<file path="config.mk">
export PLATFORM = sky130hd
export DESIGN_NAME = regbank_2r1w
export DESIGN_NICKNAME = d
export VERILOG_FILES = /design/src/rtl/regbank_pkg.sv /design/src/rtl/regbank_clr_fsm.sv /design/src/rtl/regbank_2r1w.sv
export SDC_FILE = /design/constraint.sdc
export NUM_CORES = 1
export LEC_CHECK = 0
export BUFFER_PORTS_ARGS = -buffer_cell sky130_fd_sc_hd__buf_2
export CAP_MARGIN = 25
export CELL_PAD_IN_SITES_DETAIL_PLACEMENT = 0
export CELL_PAD_IN_SITES_GLOBAL_PLACEMENT = 1
export CORE_ASPECT_RATIO = 0.75
export CORE_UTILIZATION = 40
export CTS_CLUSTER_SIZE = 24
export DETAILED_ROUTE_END_ITERATION = 10
export HOLD_SLACK_MARGIN = 0.15
export PLACE_DENSITY = 0.67
export SLEW_MARGIN = 0
export SYNTH_ARGS = -nofsm -noshare
export SYNTH_HDL_FRONTEND = slang
export SYNTH_HIERARCHICAL = 1
export SYNTH_SLANG_ARGS = --single-unit
</file>
<file path="constraint.sdc">
create_clock -name clock -period 3.3 [get_ports clock]
set_clock_uncertainty 0.05 [all_clocks]
set_input_delay 0.66 -clock clock [delete_from_list [all_inputs] [get_ports clock]]
set_output_delay 0.66 -clock clock [all_outputs]
set_load 0.01 [all_outputs]
</file>
<file path="src/rtl/regbank_pkg.sv">
// ---------------------------------------------------------------------------
// regbank_pkg
//   Shared types for the 2-read / 1-write register bank.
//   - state_e : bulk-clear sequencer state encoding (2 bits)
// ---------------------------------------------------------------------------
package regbank_pkg;

    typedef enum logic [1:0] {
        ST_IDLE  = 2'b00,
        ST_CLEAR = 2'b01,
        ST_DONE  = 2'b10
    } state_e;

endpackage : regbank_pkg

</file>
<file path="src/rtl/regbank_clr_fsm.sv">
// ---------------------------------------------------------------------------
// regbank_clr_fsm
//   Bulk-clear sequencer for regbank_2r1w. Walks a pointer across every
//   register index, one per clock, and tells the array which entry to load
//   with the reset value. Also reports when the bank is idle so the array
//   can accept port writes.
//
//   state    | meaning
//   ---------+------------------------------------------------------------
//   ST_IDLE  | normal operation, port writes allowed, waiting for i_clr_req
//   ST_CLEAR | clearing reg[ptr] each cycle, ptr advances 0..NUM_REGS-1
//   ST_DONE  | one-cycle completion pulse, port writes still blocked
//
// Ports
//   clock       in   system clock, rising edge
//   reset_n     in   asynchronous active-low reset
//   i_clr_req   in   single-cycle clear request (sampled only in ST_IDLE)
//   o_clr_busy  out  high for the NUM_REGS cycles of ST_CLEAR
//   o_clr_done  out  one-cycle pulse in ST_DONE
//   o_clr_we    out  clear-write strobe to the array
//   o_clr_addr  out  index being cleared this cycle
//   o_idle      out  high in ST_IDLE; gates port writes
// ---------------------------------------------------------------------------
module regbank_clr_fsm
    import regbank_pkg::*;
#(
    parameter int ADDR_W = 2
) (
    input  logic              clock,
    input  logic              reset_n,
    input  logic              i_clr_req,
    output logic              o_clr_busy,
    output logic              o_clr_done,
    output logic              o_clr_we,
    output logic [ADDR_W-1:0] o_clr_addr,
    output logic              o_idle
);

    localparam int                NUM_REGS = 2 ** ADDR_W;
    localparam logic [ADDR_W-1:0] PTR_LAST = ADDR_W'(NUM_REGS - 1);

    state_e            r_state;
    state_e            w_state_nxt;
    logic [ADDR_W-1:0] r_ptr;
    logic [ADDR_W-1:0] w_ptr_nxt;

    always_ff @(posedge clock or negedge reset_n) begin
        if (!reset_n) begin
            r_state <= ST_IDLE;
            r_ptr   <= '0;
        end else begin
            r_state <= w_state_nxt;
            r_ptr   <= w_ptr_nxt;
        end
    end

    always_comb begin
        w_state_nxt = r_state;
        w_ptr_nxt   = r_ptr;
        o_clr_busy  = 1'b0;
        o_clr_done  = 1'b0;
        o_clr_we    = 1'b0;
        o_idle      = 1'b0;

        case (r_state)
            ST_IDLE: begin
                o_idle = 1'b1;
                if (i_clr_req) begin
                    w_state_nxt = ST_CLEAR;
                    w_ptr_nxt   = '0;
                end
            end

            ST_CLEAR: begin
                o_clr_busy = 1'b1;
                o_clr_we   = 1'b1;
                // Pointer holds at the last index on exit so it never wraps
                // inside one sequence; ST_IDLE reloads it on the next request.
                if (r_ptr == PTR_LAST) begin
                    w_state_nxt = ST_DONE;
                end else begin
                    w_ptr_nxt = r_ptr + ADDR_W'(1);
                end
            end

            ST_DONE: begin
                o_clr_done  = 1'b1;
                w_state_nxt = ST_IDLE;
            end

            default: begin
                w_state_nxt = ST_IDLE;
                w_ptr_nxt   = '0;
            end
        endcase
    end

    assign o_clr_addr = r_ptr;

endmodule : regbank_clr_fsm

</file>
<file path="src/rtl/regbank_2r1w.sv">
// ---------------------------------------------------------------------------
// regbank_2r1w
//   NUM_REGS x DATA_W register bank with one write port, two registered read
//   ports (rs/rt, 1-cycle latency) and a hardware bulk-clear sequencer.
//
//   Build option REGBANK_BYPASS_EN:
//     defined   - a write landing on the address being read in the same
//                 cycle is forwarded to the read port (port writes forward
//                 wr_data, clear writes forward RST_VAL).
//     undefined - same-cycle reads of the written address return the old
//                 value; no forwarding muxes exist.
//
// Parameters
//   DATA_W   register width
//   ADDR_W   index width, NUM_REGS = 2**ADDR_W
//   RST_VAL  value loaded by reset and by the clear sequence
//
// Ports
//   clock     in   system clock, rising edge
//   reset_n   in   asynchronous active-low reset
//   wr_en     in   write strobe (ignored while a clear is in progress)
//   wr_addr   in   write index
//   wr_data   in   write data
//   rs_addr   in   read port A index
//   rt_addr   in   read port B index
//   rs_data   out  read port A data, registered
//   rt_data   out  read port B data, registered
//   clr_req   in   single-cycle bulk-clear request
//   clr_busy  out  high while registers are being cleared
//   clr_done  out  one-cycle pulse when the clear completes
// ---------------------------------------------------------------------------
module regbank_2r1w
    import regbank_pkg::*;
#(
    parameter int                DATA_W  = 8,
    parameter int                ADDR_W  = 2,
    parameter logic [DATA_W-1:0] RST_VAL = '0
) (
    input  logic              clock,
    input  logic              reset_n,
    input  logic              wr_en,
    input  logic [ADDR_W-1:0] wr_addr,
    input  logic [DATA_W-1:0] wr_data,
    input  logic [ADDR_W-1:0] rs_addr,
    input  logic [ADDR_W-1:0] rt_addr,
    output logic [DATA_W-1:0] rs_data,
    output logic [DATA_W-1:0] rt_data,
    input  logic              clr_req,
    output logic              clr_busy,
    output logic              clr_done
);

    localparam int NUM_REGS = 2 ** ADDR_W;

    if (ADDR_W < 1 || DATA_W < 1) begin : g_param_err
        $error("regbank_2r1w: ADDR_W and DATA_W must both be >= 1");
    end

    logic [DATA_W-1:0] r_regs [NUM_REGS];

    logic              w_idle;
    logic              w_clr_we;
    logic [ADDR_W-1:0] w_clr_addr;
    logic              w_port_we;
    logic [DATA_W-1:0] w_rs_nxt;
    logic [DATA_W-1:0] w_rt_nxt;

    regbank_clr_fsm #(
        .ADDR_W (ADDR_W)
    ) u_clr_fsm (
        .clock      (clock),
        .reset_n    (reset_n),
        .i_clr_req  (clr_req),
        .o_clr_busy (clr_busy),
        .o_clr_done (clr_done),
        .o_clr_we   (w_clr_we),
        .o_clr_addr (w_clr_addr),
        .o_idle     (w_idle)
    );

    // Port writes only land in IDLE; a write coinciding with clr_req is
    // therefore performed before the clear sequence starts.
    assign w_port_we = wr_en & w_idle;

    // w_port_we and w_clr_we are mutually exclusive (IDLE vs CLEAR).
    always_ff @(posedge clock or negedge reset_n) begin
        if (!reset_n) begin
            for (int i = 0; i < NUM_REGS; i++) begin
                r_regs[i] <= RST_VAL;
            end
        end else if (w_port_we) begin
            r_regs[wr_addr] <= wr_data;
        end else if (w_clr_we) begin
            r_regs[w_clr_addr] <= RST_VAL;
        end
    end

    always_comb begin
        w_rs_nxt = r_regs[rs_addr];
        w_rt_nxt = r_regs[rt_addr];
`ifdef REGBANK_BYPASS_EN
        if (w_port_we && (wr_addr == rs_addr)) begin
            w_rs_nxt = wr_data;
        end else if (w_clr_we && (w_clr_addr == rs_addr)) begin
            w_rs_nxt = RST_VAL;
        end
        if (w_port_we && (wr_addr == rt_addr)) begin
            w_rt_nxt = wr_data;
        end else if (w_clr_we && (w_clr_addr == rt_addr)) begin
            w_rt_nxt = RST_VAL;
        end
`endif
    end

    always_ff @(posedge clock or negedge reset_n) begin
        if (!reset_n) begin
            rs_data <= RST_VAL;
            rt_data <= RST_VAL;
        end else begin
            rs_data <= w_rs_nxt;
            rt_data <= w_rt_nxt;
        end
    end

endmodule : regbank_2r1w

</file>
==> results of run 1 <==
where the power goes:
part | total (W) | switching [W] | internal [W]
Combinational | 0.000746 | 0.000403 | 0.000344
Clock | 0.000382 | 0.000211 | 0.000171
Sequential | 0.00106 | 0.000174 | 0.000884
synth_stat cells:
cell type  count  share of area [%]
nand2_4        1               0.45
nor3b_4        1               0.75
and2b_2        1               0.35
nand2b_2       1               0.35
nand4b_2       1               0.60
buf_2          3               0.60
o2bb2ai_1     16                5.6
and4_4         1               0.45
buf_6          6                2.7
and4bb_1       1               0.50
and4b_1        3                1.2
and4_1         1               0.35
xor2_1         1               0.35
clkbuf_2       2               0.40
and2_1         1               0.25
nor3_4         1               0.65
a211oi_1       1               0.30
inv_2          1               0.15
buf_4          5                1.5
nor2_1         2               0.30
mux2i_1        1               0.40
nor2b_1        1               0.25
dfrtp_1       52                 52
o21ai_2       16                5.6
mux4_2        16                 14
nand2_1       48                7.2
nand4bb_1      1               0.45
nand4b_1       1               0.35
o32ai_1        2               0.70
ha_1           1               0.50
inv_1          2               0.30
nand4_1        1               0.25
worst paths after layout:
kind	startpoint	to	cells after the start
worst max-delay path	u_clr_fsm/r_state[0]	r_regs[26]	4
worst min-delay path	reset_n	rt_data[2]	1
worst max register to register	u_clr_fsm/r_state[0]	r_regs[26]	4
worst min register to register	u_clr_fsm/r_state[1]	u_clr_fsm/r_state[0]	1
max in group asynchronous	reset_n	r_regs[13]	2
min in group clock	u_clr_fsm/r_state[1]	u_clr_fsm/r_state[0]	1
registers in the layout, indices dropped and copies added (netlist names):
name / flops
r_regs: 32
u_clr_fsm/r_state: 2
u_clr_fsm/o_clr_addr: 2
rt_data: 8
rs_data: 8
final cells by class:
class	count	area [µm²]	share of cell area (%)
Multi-Input combinational cell	121	1060	38.7
Clock buffer	7	86.3	3.14
Sequential cell	52	1300	47.3
Inverter	3	11.3	0.409
Tap cell	78	97.6	3.55
Clock inverter	1	7.51	0.273
Timing Repair Buffer	36	183	6.64
per-layer routing:
layer,share of wire [%],vias to the layer above,GRT usage [%]
met5,0,-,0
met4,4.0,0,11.5
met3,5.6,27,4.84
met2,48,63,31.9
met1,43,840,25.6
li1,-,750,-
worst register-to-register path, cell delays in order (launching register included):
cell and delay [ns]:
dfrtp_1 0.46, nor2_1 0.46, nand4bb_1 0.55, nand2_1 0.24
o2bb2ai_1 0.09
per-stage QoR:
stage	hold slack (ns)	setup slack (ns)	area (µm²)	utilization (%)	cells
after floorplan	0.314	1.79	2510	-	192
after global placement	0.463	1.40	2660	44.9	290
after detailed placement	0.462	1.33	2660	44.9	290
after CTS	0.305	1.32	2750	46.5	298
after global routing	0.327	1.14	2750	46.5	298
final	0.288	1.32	2750	46.5	298
logic make-up after synthesis:
kind of cell    Yosys count  synth area share [%]
mux                      17                  14.8
simple gates             67                  14.7
xor+xnor                  1                 0.349
buf+inv                  19                  5.64
compound gates           35                  12.2
flops                    52                  51.9
fa+ha+maj                 1                 0.499
==> flow_metrics.tcl, run 1 <==
set metrics [dict create \
    status "finished clean" \
    hold_violations 0 \
    fp.coreArea_um2 5920 \
    crit_buf_inv 0 \
    ant_nets 0 \
    antenna_found_initial 0 \
    nets 238 \
    grt_pass1_vias 1833 \
    layout_commonest_cell "dfrtp_1" \
    drive_gt1_share_pct 37.7 \
    fin_crit_ns 1.98 \
    clk_pin_slew_ns 0.10 \
    r2r_slack_ns 1.32 \
    crit_family "simple AND/OR/NAND/NOR gates" \
    htreeDepth 2 \
    synthToLayoutAreaGrowth_pct 9.73 \
    fmax_mhz 505 \
    crit_path_end_kind "flip-flop" \
    finalSetupTns_ns 0 \
    dp_hpwl_mm 4.15 \
    syn_area_um2 2510 \
    finalSetupViolations 0 \
    leakagePower_nw 1.26 \
    clk_latency_ns 0.30 \
    place_congestion 0.772 \
    max_stage_delay_ns 0.55 \
    totalWireLength_mm 6.00 \
    fp.dieH_um 70.6 \
    detail_route.wl_per_cell_um 20.1 \
    worst_slew_pin_slew_ns 0.672 \
    cts_made_buffers 5 \
    grt_overflow 0 \
    slew_violations 0 \
    nFillCells 531 \
    cp.arrival_ns 2.11 \
    cp_slowest_cell "nand4bb_1" \
    first_pass_iters 5 \
    fp.dieW_um 93.4 \
    drc 0 \
    grt_pass1_wl_mm 9.58 \
    drv_cap 0 \
    cts_root_buffer "clkbuf_8" \
    antenna_cells 0 \
    start_kind "flip-flop" \
    synth_warnings 6 \
    cp_max_fo 8 \
    synth_cells 192 \
    path_class "reg -> reg" \
    ys_types 32 \
    fin_crit_sh_pct 60.0 \
    port_buffers 35 \
    vias_per_cell 5.64 \
    path_cells "nor2_1 -> nand4bb_1 -> nand2_1 -> o2bb2ai_1" \
    cts_setup_buffers 0 \
    cp.required_ns 3.43 \
    cts_tree "built" \
    start_util_pct 42.4 \
    ys_seq_elements 52 \
    num_vias 1680 \
    ctsResizeCount 0 \
    hp-class "in -> async" \
    peakVddDrop_v 0.000279 \
    ys_seq_area_share_pct 51.9 \
    pin_count 36 \
    track_usage_pct 20.2 \
    p_total_w 0.00219 \
    drt_iter0_drc 84 \
    slew_headroom_pct 55.2 \
    dieArea_um2 6590 \
    cts_hold_buffers 0 \
    powerDensity_nw_per_um2 795 \
    synth_fp_nets 211 \
    grt_max_degree 29 \
    clock_sinks 52 \
    clock_path_buffers 2 \
    layout_common_cells "dfrtp_1, nand2_1, buf_2" \
    std_cell_rows 24 \
    syn_area_per_cell_um2 13.1 \
    rsz0062_at_grt "no" \
]
(Power assumes the default switching activity.)
==> inputs of run 2 (changes only) <==
--- a/config.mk
+++ b/config.mk
@@ -5,16 +5,17 @@
 export SDC_FILE = /design/constraint.sdc
 export NUM_CORES = 1
 export LEC_CHECK = 0
+export ABC_AREA = 1
 export BUFFER_PORTS_ARGS = -buffer_cell sky130_fd_sc_hd__buf_2
 export CAP_MARGIN = 25
 export CELL_PAD_IN_SITES_DETAIL_PLACEMENT = 0
 export CELL_PAD_IN_SITES_GLOBAL_PLACEMENT = 1
 export CORE_ASPECT_RATIO = 0.75
-export CORE_UTILIZATION = 40
+export CORE_UTILIZATION = 37
 export CTS_CLUSTER_SIZE = 24
 export DETAILED_ROUTE_END_ITERATION = 10
 export HOLD_SLACK_MARGIN = 0.15
-export PLACE_DENSITY = 0.67
+export PLACE_DENSITY = 0.71
 export SLEW_MARGIN = 0
 export SYNTH_ARGS = -nofsm -noshare
 export SYNTH_HDL_FRONTEND = slang
==> constraint.sdc (replaced) <==
create_clock -name clock -period 1.64 [get_ports clock]
set_clock_uncertainty 0.05 [all_clocks]
set_input_delay 0.328 -clock clock [delete_from_list [all_inputs] [get_ports clock]]
set_output_delay 0.328 -clock clock [all_outputs]
set_load 0.01 [all_outputs]
==> flow_metrics.tcl, run 2 <==
set metrics [dict create \
    dpl-instance-area_um2 2780 \
    hp-class "in -> reg" \
    routed.top_layer "met4" \
    grt_max_degree 38 \
    async_flop_share_pct 100 \
    synthToLayoutAreaGrowth_pct 16.4 \
    ys_seq_elements 52 \
    fin_crit_sh_pct 93.9 \
    synthTopCellsByCount "nand2_1, dfrtp_1, nand3_1" \
    cts_made_buffers 5 \
    synth_most_common_cell "nand2_1" \
    final-instance-count-excl-fill 449 \
    dieArea_um2 7130 \
    clk_latency_ns 0.30 \
    totalWireLength_mm 6.07 \
    port_buffers 35 \
    crit_path_end_kind "output port" \
    grt_pass1_wl_mm 10.1 \
    synth_edf_count 0 \
    place_congestion 0.793 \
    cts_root_buffer "clkbuf_8" \
    antenna_found_initial 0 \
    drive_gt1_share_pct 16.3 \
    synthTopCellsByArea "dfrtp_1, nand2_1, nand3_1" \
    leakagePower_nw 1.60 \
    cp_max_fo 5 \
    worst_slew_pin_slew_ns 0.455 \
    design_area_um2 2930 \
    synth_top_area_share_pct 51.8 \
    r2r_slack_ns 0.12 \
    clock_sinks 52 \
    fin_crit_ns 1.54 \
    crit_buf_inv 2 \
    start_kind "flip-flop" \
    status "finished clean" \
    layout_common_cells "nand2_1, dfrtp_1, nand3_1, buf_2, o21ai_0" \
    htreeDepth 2 \
    ys_types 17 \
    track_usage_pct 18.4 \
    yosys_most_used_dff "dfrtp_1" \
    synth_fp_nets 347 \
    drc 0 \
    hold_violations 0 \
    start_util_pct 39.0 \
    max_stage_delay_ns 0.44 \
    cp.arrival_ns 1.16 \
    holdPathStages 3 \
    crit_family "flip-flops" \
    rsz0062_at_grt "no" \
    clock_path_buffers 2 \
    whs_endpoint "r_regs[11]" \
    largest_reg_flops 32 \
    synth_top_area_cell "dfrtp_1" \
    min-delay-start "wr_data[3]" \
    num_vias 2081 \
    largest_registers "r_regs (32), rs_data (8), rt_data (8)" \
    layout_commonest_cell "nand2_1" \
    ys_seq_area_share_pct 51.8 \
    fmax_mhz 649 \
    ant_nets 0 \
    grt_overflow 0 \
    synth_cells 328 \
    nets 386 \
    path_cells "nor2_4 -> buf_4 -> buf_2" \
    finalSetupTns_ns 0 \
    r2r-end "r_regs[27]" \
    slew_headroom_pct 69.7 \
    peakVddDrop_v 0.000627 \
    grt_pass1_vias 1937 \
    std_cell_rows 25 \
    r2r_start "u_clr_fsm/r_state[0]" \
    drt_iter0_drc 123 \
    wl_met2_mm 2.22 \
    cp-startpoint "u_clr_fsm/r_state[1]" \
    place_inst 439 \
    largest_register "r_regs" \
    slew_violations 0 \
    cp.depth 3 \
    fp.dieW_um 97.2 \
    cp.required_ns 1.26 \
    pin_count 36 \
    antenna_cells 0 \
    first_pass_iters 4 \
    clk_pin_slew_ns 0.10 \
    syn_area_um2 2510 \
    dp_hpwl_mm 4.58 \
    fp.coreArea_um2 6440 \
    met1Wirelength_mm 3.47 \
    path_class "reg -> out" \
    finalSetupViolations 0 \
    drv_cap 0 \
    detail_route.wl_per_cell_um 13.5 \
    cp_slowest_cell "dfrtp_1" \
    vias_per_cell 4.63 \
    dr_wl_met3_um 334 \
    syn_area_per_cell_um2 7.66 \
    reg2reg_depth 7 \
    cts_tree "built" \
    powerDensity_nw_per_um2 1600 \
    fp.dieH_um 73.4 \
    synth_warnings 6 \
]
## run 2: cell count changes after synthesis, moves of 4 or more
cell | previous run | this run
o21ai_2 | 16 | 0
mux4_2 | 16 | 0
buf_6 | 6 | 1
o2bb2ai_1 | 16 | 0
nand3_1 | 0 | 35
nand4_1 | 1 | 5
o21ai_0 | 0 | 32
buf_2 | 3 | 8
nand2_1 | 48 | 151
inv_1 | 2 | 26
## run 2: area by class of cell
cell class	instances	area (µm²)
repair buffers	43	250
well taps	81	101
clock inverters	3	42.5
inverters	30	116
clock buffers	5	68.8
fillers	674	3520
multi-input cells	235	1040
flip-flops and latches	52	1300
## run 2: metal layers
| layer | up-vias | GRT usage, % |
|---|---|---|
| met5 | - | 0 |
| met4 | 0 | 3.98 |
| met3 | 6 | 4.85 |
| met2 | 43 | 25.5 |
| met1 | 921 | 28.4 |
| li1 | 1111 | - |
## run 2: worst max-delay path by stage
stage                 endpoint  slack, ns
finish                clr_busy       0.10
global route        r_regs[13]      0.004
CTS                   clr_busy       0.04
detailed placement  r_regs[22]       0.13
global placement    r_regs[17]       0.20
floorplan           r_regs[16]       0.23
## run 2: repair_timing
| action | 4_1_cts | 5_1_grt |
|---|---|---|
| endpoints found under the hold margin | 15 | 0 |
| setup buffers | 1 | 0 |
| resized for setup | 1 | 2 |
| hold buffers | 1 | 0 |
| setup endpoints to repair | 1 | 9 |
## run 2: report_power, final
part | switching (W) | internal [W]
Sequential | 0.000373 | 0.00179
Combinational | 0.000988 | 0.000637
Clock | 0.000433 | 0.000452
Total | 0.00179 | 0.00287
## run 2: worst register-to-register path, delay by kind of cell (launching register included)
family / cells / cell delay, ns
DFF: 1 / 0.39
and+or+nand+nor: 4 / 0.49
buffers and inverters: 3 / 0.54
## run 2: metrics by stage
step / total power, W / hold WS (ns) / setup slack (ns) / utilization, %
floorplan: 0.00315 / -0.0176 / 0.228 / -
global placement: 0.00374 / 0.215 / 0.200 / 43.1
detailed placement: 0.00377 / 0.217 / 0.133 / 43.1
CTS: 0.00469 / 0.220 / 0.0435 / 45.2
global route: 0.00509 / 0.231 / 0.00439 / 45.4
finish: 0.00467 / 0.229 / 0.100 / 45.4
## run 2: cell families after synthesis
family	after synthesis	share of synthesized area, %
buf+inv	41	7.27
simple gates	202	34.1
compound gates	32	6.37
fa+ha+maj	1	0.498
flops	52	51.8
